## src/rtl/regfile_read_unit.sv

```systemverilog
// -----------------------------------------------------------------------------
// regfile_read_unit
//   Read side of the core register file. Holds NREG x WIDTH architectural
//   registers (register 0 reads as zero and is never written or marked busy),
//   accepts decode read requests over a valid/ready handshake and returns both
//   operands one cycle after acceptance. A pending-write scoreboard (busy)
//   stalls requests whose sources have outstanding writebacks, and requests
//   whose destination is already pending (WAW).
//
//   Optional feature: define REGFILE_BYPASS_EN to let a same-cycle writeback
//   to a source register clear its hazard and forward wb_data as the operand.
//   Without it, a source stays blocked until the cycle after its busy bit
//   clears and operands always come from the array.
//
// Ports
//   clk        in   1      rising-edge clock
//   rstn       in   1      asynchronous active-low reset
//   req_valid  in   1      read request present
//   req_ready  out  1      request accepted when req_valid & req_ready
//   rs1, rs2   in   AW     source register indices
//   rd         in   AW     destination index to mark pending
//   rd_alloc   in   1      mark rd pending on accept
//   wb_en      in   1      writeback strobe
//   wb_addr    in   AW     writeback register index
//   wb_data    in   WIDTH  writeback data
//   rsp_valid  out  1      operands valid
//   rsp_ready  in   1      consumer takes operands
//   rs1_data   out  WIDTH  operand 1
//   rs2_data   out  WIDTH  operand 2
//   busy       out  NREG   bit i set while a write to register i is outstanding
// -----------------------------------------------------------------------------
module regfile_read_unit #(
    parameter int WIDTH = 32,
    parameter int NREG  = 32,
    parameter int AW    = $clog2(NREG)
) (
    input  logic             clk,
    input  logic             rstn,
    input  logic             req_valid,
    output logic             req_ready,
    input  logic [AW-1:0]    rs1,
    input  logic [AW-1:0]    rs2,
    input  logic [AW-1:0]    rd,
    input  logic             rd_alloc,
    input  logic             wb_en,
    input  logic [AW-1:0]    wb_addr,
    input  logic [WIDTH-1:0] wb_data,
    output logic             rsp_valid,
    input  logic             rsp_ready,
    output logic [WIDTH-1:0] rs1_data,
    output logic [WIDTH-1:0] rs2_data,
    output logic [NREG-1:0]  busy
);

    logic [WIDTH-1:0] regs [NREG];

    logic             haz1;
    logic             haz2;
    logic             waw;
    logic             accept;
    logic             wb_write;
    logic [WIDTH-1:0] op1;
    logic [WIDTH-1:0] op2;

    assign wb_write = wb_en && (wb_addr != '0);

    always_comb begin
        haz1 = 1'b0;
        haz2 = 1'b0;
        op1  = '0;
        op2  = '0;
`ifdef REGFILE_BYPASS_EN
        // A writeback landing this cycle both resolves the hazard and
        // supplies the operand directly.
        if (rs1 != '0) begin
            if (wb_en && (wb_addr == rs1)) begin
                op1 = wb_data;
            end else begin
                haz1 = busy[rs1];
                op1  = regs[rs1];
            end
        end
        if (rs2 != '0) begin
            if (wb_en && (wb_addr == rs2)) begin
                op2 = wb_data;
            end else begin
                haz2 = busy[rs2];
                op2  = regs[rs2];
            end
        end
`else
        // No forwarding: a same-cycle write is not visible until next cycle.
        if (rs1 != '0) begin
            haz1 = busy[rs1];
            op1  = regs[rs1];
        end
        if (rs2 != '0) begin
            haz2 = busy[rs2];
            op2  = regs[rs2];
        end
`endif
    end

    // WAW stall ignores any same-cycle writeback to rd.
    assign waw       = rd_alloc && (rd != '0) && busy[rd];
    assign req_ready = !(rsp_valid && !rsp_ready) && !haz1 && !haz2 && !waw;
    assign accept    = req_valid && req_ready;

    // Register array: register 0 is never written, so it stays zero.
    always_ff @(posedge clk or negedge rstn) begin
        if (!rstn) begin
            for (int i = 0; i < NREG; i++) begin
                regs[i] <= '0;
            end
        end else if (wb_write) begin
            regs[wb_addr] <= wb_data;
        end
    end

    // Scoreboard: the allocation is written last so a same-cycle set wins
    // over the writeback clear.
    always_ff @(posedge clk or negedge rstn) begin
        if (!rstn) begin
            busy <= '0;
        end else begin
            if (wb_write) begin
                busy[wb_addr] <= 1'b0;
            end
            if (accept && rd_alloc && (rd != '0)) begin
                busy[rd] <= 1'b1;
            end
        end
    end

    // Response stage: captured on accept, held while the consumer stalls.
    always_ff @(posedge clk or negedge rstn) begin
        if (!rstn) begin
            rsp_valid <= 1'b0;
            rs1_data  <= '0;
            rs2_data  <= '0;
        end else if (accept) begin
            rsp_valid <= 1'b1;
            rs1_data  <= op1;
            rs2_data  <= op2;
        end else if (rsp_ready) begin
            rsp_valid <= 1'b0;
        end
    end

endmodule
```

## config.mk

```make
export PLATFORM = sky130hd
export DESIGN_NAME = regfile_read_unit
export DESIGN_NICKNAME = d
export VERILOG_FILES = /design/src/rtl/regfile_read_unit.sv
export SDC_FILE = /design/constraint.sdc
export NUM_CORES = 2
export LEC_CHECK = 0
export CORE_MARGIN = 4
export CORE_UTILIZATION = 65
export DETAILED_ROUTE_END_ITERATION = 10
export PLACE_DENSITY = 0.86
export SKIP_CTS_REPAIR_TIMING = 1
export SKIP_LAST_GASP = 1
export SYNTH_ARGS = -nofsm -noshare
export SYNTH_HDL_FRONTEND = slang
export SYNTH_SLANG_ARGS = --single-unit
export TNS_END_PERCENT = 50
```

## constraint.sdc

```tcl
create_clock -name clk -period 5.5 [get_ports clk]
set_input_delay 1.1 -clock clk [delete_from_list [all_inputs] [get_ports clk]]
set_output_delay 1.1 -clock clk [all_outputs]
set_load 0.02 [all_outputs]
```

* Yosys cells after proc, flatten, opt, wreduce, memory -nomap -nowiden
Cells that the tools add are included.
** Storage, ports and cells
- Register bits :: 1121
- Input bits :: 58
- Output and inout port bits :: 98
- Word-level logic and storage cells :: 102
** Cells by class
- Magnitude comparators :: 10
- Muxes and demuxes :: 27
- Bitwise logic cells :: 6
- Reduce and logical (&&, ||, !) cells :: 23
** Operators by type and width (number)
- bitwise mux 1024 bit :: 1
- binary-select mux 32 bit (select 5 bit) :: 2
- 2-to-1 mux 32 bit :: 9
- demux 32 bit (select 5 bit) :: 1
- AND 32 bit :: 1
- inverter 32 bit :: 1
- bitwise OR 32 bit :: 1
- < comparator 5 x 6 -> 1 bit (second input constant) :: 4
- nonzero test 5 bit :: 4
- greater-or-equal comparator 6 bit (second input constant) :: 3
- inverter 5 -> 6 bit :: 3
- binary-select mux 1 bit (select 5 bit) :: 3
- logical AND 1 bit :: 13
- demux 1 bit (select 5 bit) :: 2
- greater-or-equal comparator 5 x 1 -> 1 bit (second input constant) :: 2
- 2-to-1 mux 1 bit :: 9
- < comparator 6 x 1 -> 1 bit (second input constant) :: 1
- logical NOT 1 bit :: 5
- nonzero test 2 bit :: 1

* Depth between registers and ports, before layout
- Word-level depth :: 11
- Mapped depth :: 10
- Gate-level depth less buffers :: 6

* Least setup slack after synthesis
Ideal clock, no wire load.
- Path type :: input to output
- Start :: input port rs2[1]
- End :: output port req_ready
- Data arrival time :: 3.243 ns
- Required time :: 4.400 ns
- Path slack :: 1.157 ns
- Cell stages on the path :: 7
- Buffers on the path :: 2
- Cells stage by stage :: clkbuf_1 > buf_2 > mux4_2 > mux2_2 > a221o_1 > a311o_1 > nor3_1
** On the way
- Word-level cells in the longest chain between the ends :: 6
- Elaborated cells on any way between the ends :: 7
** Ends and longest elaborated chain
- start: declaration :: RTL line 42 : input logic [AW-1:0] rs2,
- binary-select mux 1 bit (select 5 bit) :: RTL line 98 : haz2 = busy[rs2];
- 2-to-1 mux 1 bit (not written as such) :: RTL line 98
- 2-to-1 mux 1 bit * :: RTL line 97 : if (rs2 != '0) begin
- logical NOT 1 bit * :: RTL line 106 : assign req_ready = !(rsp_valid && !rsp_ready) && !haz1 && !haz2 && !waw;
- logical AND 1 bit * (2 in series) :: RTL line 106
- end: declaration :: RTL line 40 : output logic req_ready,
Every way passes the cells marked *; elsewhere a longest branch is shown, timed or not. The select of a mux whose other input is x is not followed.

* Worst setup path after layout
- Start :: input port rd[4]
- End :: output port req_ready
** On the way
- Word-level cells in the longest chain between the ends :: 5
- Elaborated cells on any way between the ends :: 7
** Ends and longest elaborated chain
- start: declaration :: RTL line 43 : input logic [AW-1:0] rd,
- binary-select mux 1 bit (select 5 bit) / nonzero test 5 bit (equally long branches) :: RTL line 105 : assign waw = rd_alloc && (rd != '0) && busy[rd];
- 2-to-1 mux 1 bit (not written as such) / logical AND 1 bit (equally long branches) :: RTL line 105
- logical AND 1 bit * :: RTL line 105
- logical NOT 1 bit * :: RTL line 106
- logical AND 1 bit * :: RTL line 106
Marked as above.

==> summary.txt <==
Netlist cell types - 42
R2R Path End - rs2_data[1]$_DFFE_PN0P_
initial DRC count - 4,276
initial antenna violation count - 6
leakage power - 27.9 nW
WHS Path Cells - 0
total chip power - 25.6 mW
core area - 88,800 um^2
largest family of logic cells by synthesized area - multiplexers
CP endpoint kind - output pin
most frequent cells in the layout - 1,121 x dfrtp_1, 1,057 x mux2_2, 656 x mux4_2
Sequential Power Share - 44.0%
worst-case clock skew - 40.1 ps
H-tree depth - 3
CP arrival - 3940 ps
commonest non-fill, non-tap cell in the layout - dfrtp_1
R2R Setup Slk - 1840 ps
#FFs+latches synth - 1,121
Hold Path End - regs[994]$_DFFE_PN0P_
Via density - 7.65
largest net degree at the start of global routing - 142
synthesized cell area - 58,400 um^2
CTS tree - yes
Logic pwr share - 22.4%
Die ar. - 94,800 um^2
io pins - 156
final instance area - 65,200 um^2
Synth Area in Compound Gates - 0.790%
clock sink count - 1,121
GP Congestion - 0.891
clk root buf - clkbuf_16
max cap viols - 0
Clock Pin Slew Worst Setup and Hold Paths - 60 ps
vias in the first global route - 39,400
sw frac - 27.4%
Area Overhead vs Synth - 11.6%
most used flip-flop cell after synthesis - dfrtp_1
minimum clock period - 5040 ps
setup TNS - 0 ps
Clk pwr share - 33.6%
Worst Path Max Fanout - 17
Post-Synth Adder-Cell Area - 0%
Slew @ Worst Pin - 1170 ps
sequential cell area fraction in the yosys report - 48.0%
CP Launch Type - primary input
HPWL after DPL - 94,100 um
post-synthesis cell count - 3,557
FFs w/ async S/R, synth - 100%
Storage cell area - 28,100 um^2
normalized max-slew margin - 21.7%
crit path kind - in2out
Final Hold Fails - 0
multi-input logic area - 28,900 um^2
max-slew violations - 0
mean post-synth cell area - 16.4 um^2
XOR/XNOR share of the synthesized area - 0%
synth warn - 0
Total GRT Usage - 36.8%
first-pass GRT wire length - 257,000 um
post-synth top area share - 48.0%
share of layout cells above drive strength 1 - 56.9%
R2R depth - 7
First-pass DRT Iterations - 6
Pint - 18.6 mW
FMAX - 0.198 GHz
Hold Slack - 398 ps
dpl cell area - 61,000 um^2
RSZ-0062 raised after global routing - false
Post-synth EDFFs - 0
grt ovf - 0
Worst-Skew Late Latency - 710 ps
outcome - complete, no violations
worst r2r src - busy[8]$_DFF_PN0_
number of nets in the layout - 3,564
Die X - 308 um
PD cells - 393 nW/um^2
Total Routed Length - 170,000 um
min-delay src - regs[994]$_DFFE_PN0P_
Synth area leader - dfrtp_1
Final ANT Viol Nets - 0
crit share post-route - 91.6%
Starting Density - 65.8%
simple-gate area share of the yosys netlist - 1.30%
wire per inst - 35.6 um
die extent in y - 308 um
Psw - 7.02 mW
HP Class - reg2reg
CTS Buf Count - 114
Fillers - 4,979
FP Rows - 109
Clock Path Buffers - 3
DRC Markers - 0
Vias - 36,500
mux cell area share after synthesis - 47.1%
final setup fails - 0
Port Buffers - 155
Data required, critical path - 4400 ps
Synth Net Count - 3,615
Area contributors post-synth - dfrtp_1 48%, mux4_2 25%, mux2_2 20%, clkbuf_1 1.8%, mux2i_1 1.4%
VDD IR max - 0.363 mV
[cell type report]
type                       count  area share (%)
antenna                        4          0.0153
clock buffer                 156            4.99
clock inverter                56            1.41
inverter                      19           0.113
multi-input combinational   2006            44.3
sequential                  1121            43.0
tap                         1165            2.23
timing repair buffer         244            3.91
[worst max path at each step]
stage,cells after the start,to,startpoint
after floorplan,7,req_ready,rs2[1]
after global placement,7,req_ready,rd[4]
after detailed placement,7,req_ready,rd[4]
after CTS,7,req_ready,rd[4]
after global routing,7,req_ready,rd[4]
final,7,req_ready,rd[4]
[routing by layer]
layer	up-vias	share of wire (%)	track usage [%]
li1	13800	-	-
met5	-	0.015	0
met4	4	4.0	13.9
met3	513	12	11.3
met1	19800	37	50.5
met2	2410	47	56.8
[synthesized netlist by cell type (2+ instances only)]
cell          n
a211oi_1      2
mux2_2     1057
or4b_2        2
clkbuf_1    287
nor3b_1       8
nand3b_1      5
or4_1         2
or4bb_1       2
and3_1        2
a31oi_1       3
o22ai_1       3
nand2_1      23
nor2_1       90
a21oi_1       2
mux4_2      656
nand3_1       5
nor2b_1       4
a2bb2oi_1     2
and3b_1       2
buf_1       101
dfrtp_1    1121
buf_2        21
nor3_1        3
mux2i_1      83
o32ai_1       3
a32o_1       31
or2_2         4
inv_1        19
[state kept, by name, indices dropped and copies added (netlist names)]
name,cells
rsp_valid,1
busy,32
rs2_data,32
regs,1024
rs1_data,32
[critical path, stage by stage]
cell and delay, ps:
clkdlybuf4s50_1 740, or4b_2 790, o32ai_1 150, nor4_1 110, a21oi_1 360, nor3_1 110
clkdlybuf4s50_1 570
[per-stage QoR]
step	utilization [%]	setup slack (ps)	std cells
3_3_place_gp	68.8	436	4555
4_1_cts	73.5	490	4767
3_5_place_dp	68.8	515	4555
2_1_floorplan	-	1160	3557
6_report	73.5	461	4771
5_1_grt	73.5	364	4768
[logic make-up (layout without fill, tap and decap cells)]
| group | after synthesis | after routing |
|---|---|---|
| AO/OA/AOI/OAI | 51 | 51 |
| flip-flops | 1121 | 1121 |
| buffers and inverters | 430 | 475 |
| other | 0 | 4 |
| AND/OR/NAND/NOR | 158 | 158 |
| multiplexers | 1797 | 1797 |
[power by group through the flow]
stage | sequential (mW) | clock (mW) | combinational, mW
floorplan | 11.1 | 0 | 3.80
global placement | 11.1 | 0 | 5.47
detailed placement | 11.3 | 0 | 5.69
CTS | 11.2 | 8.63 | 5.76
global route | 11.4 | 9.00 | 6.08
finish | 11.3 | 8.61 | 5.74
Note: power is estimated with default switching activity, not from simulation.
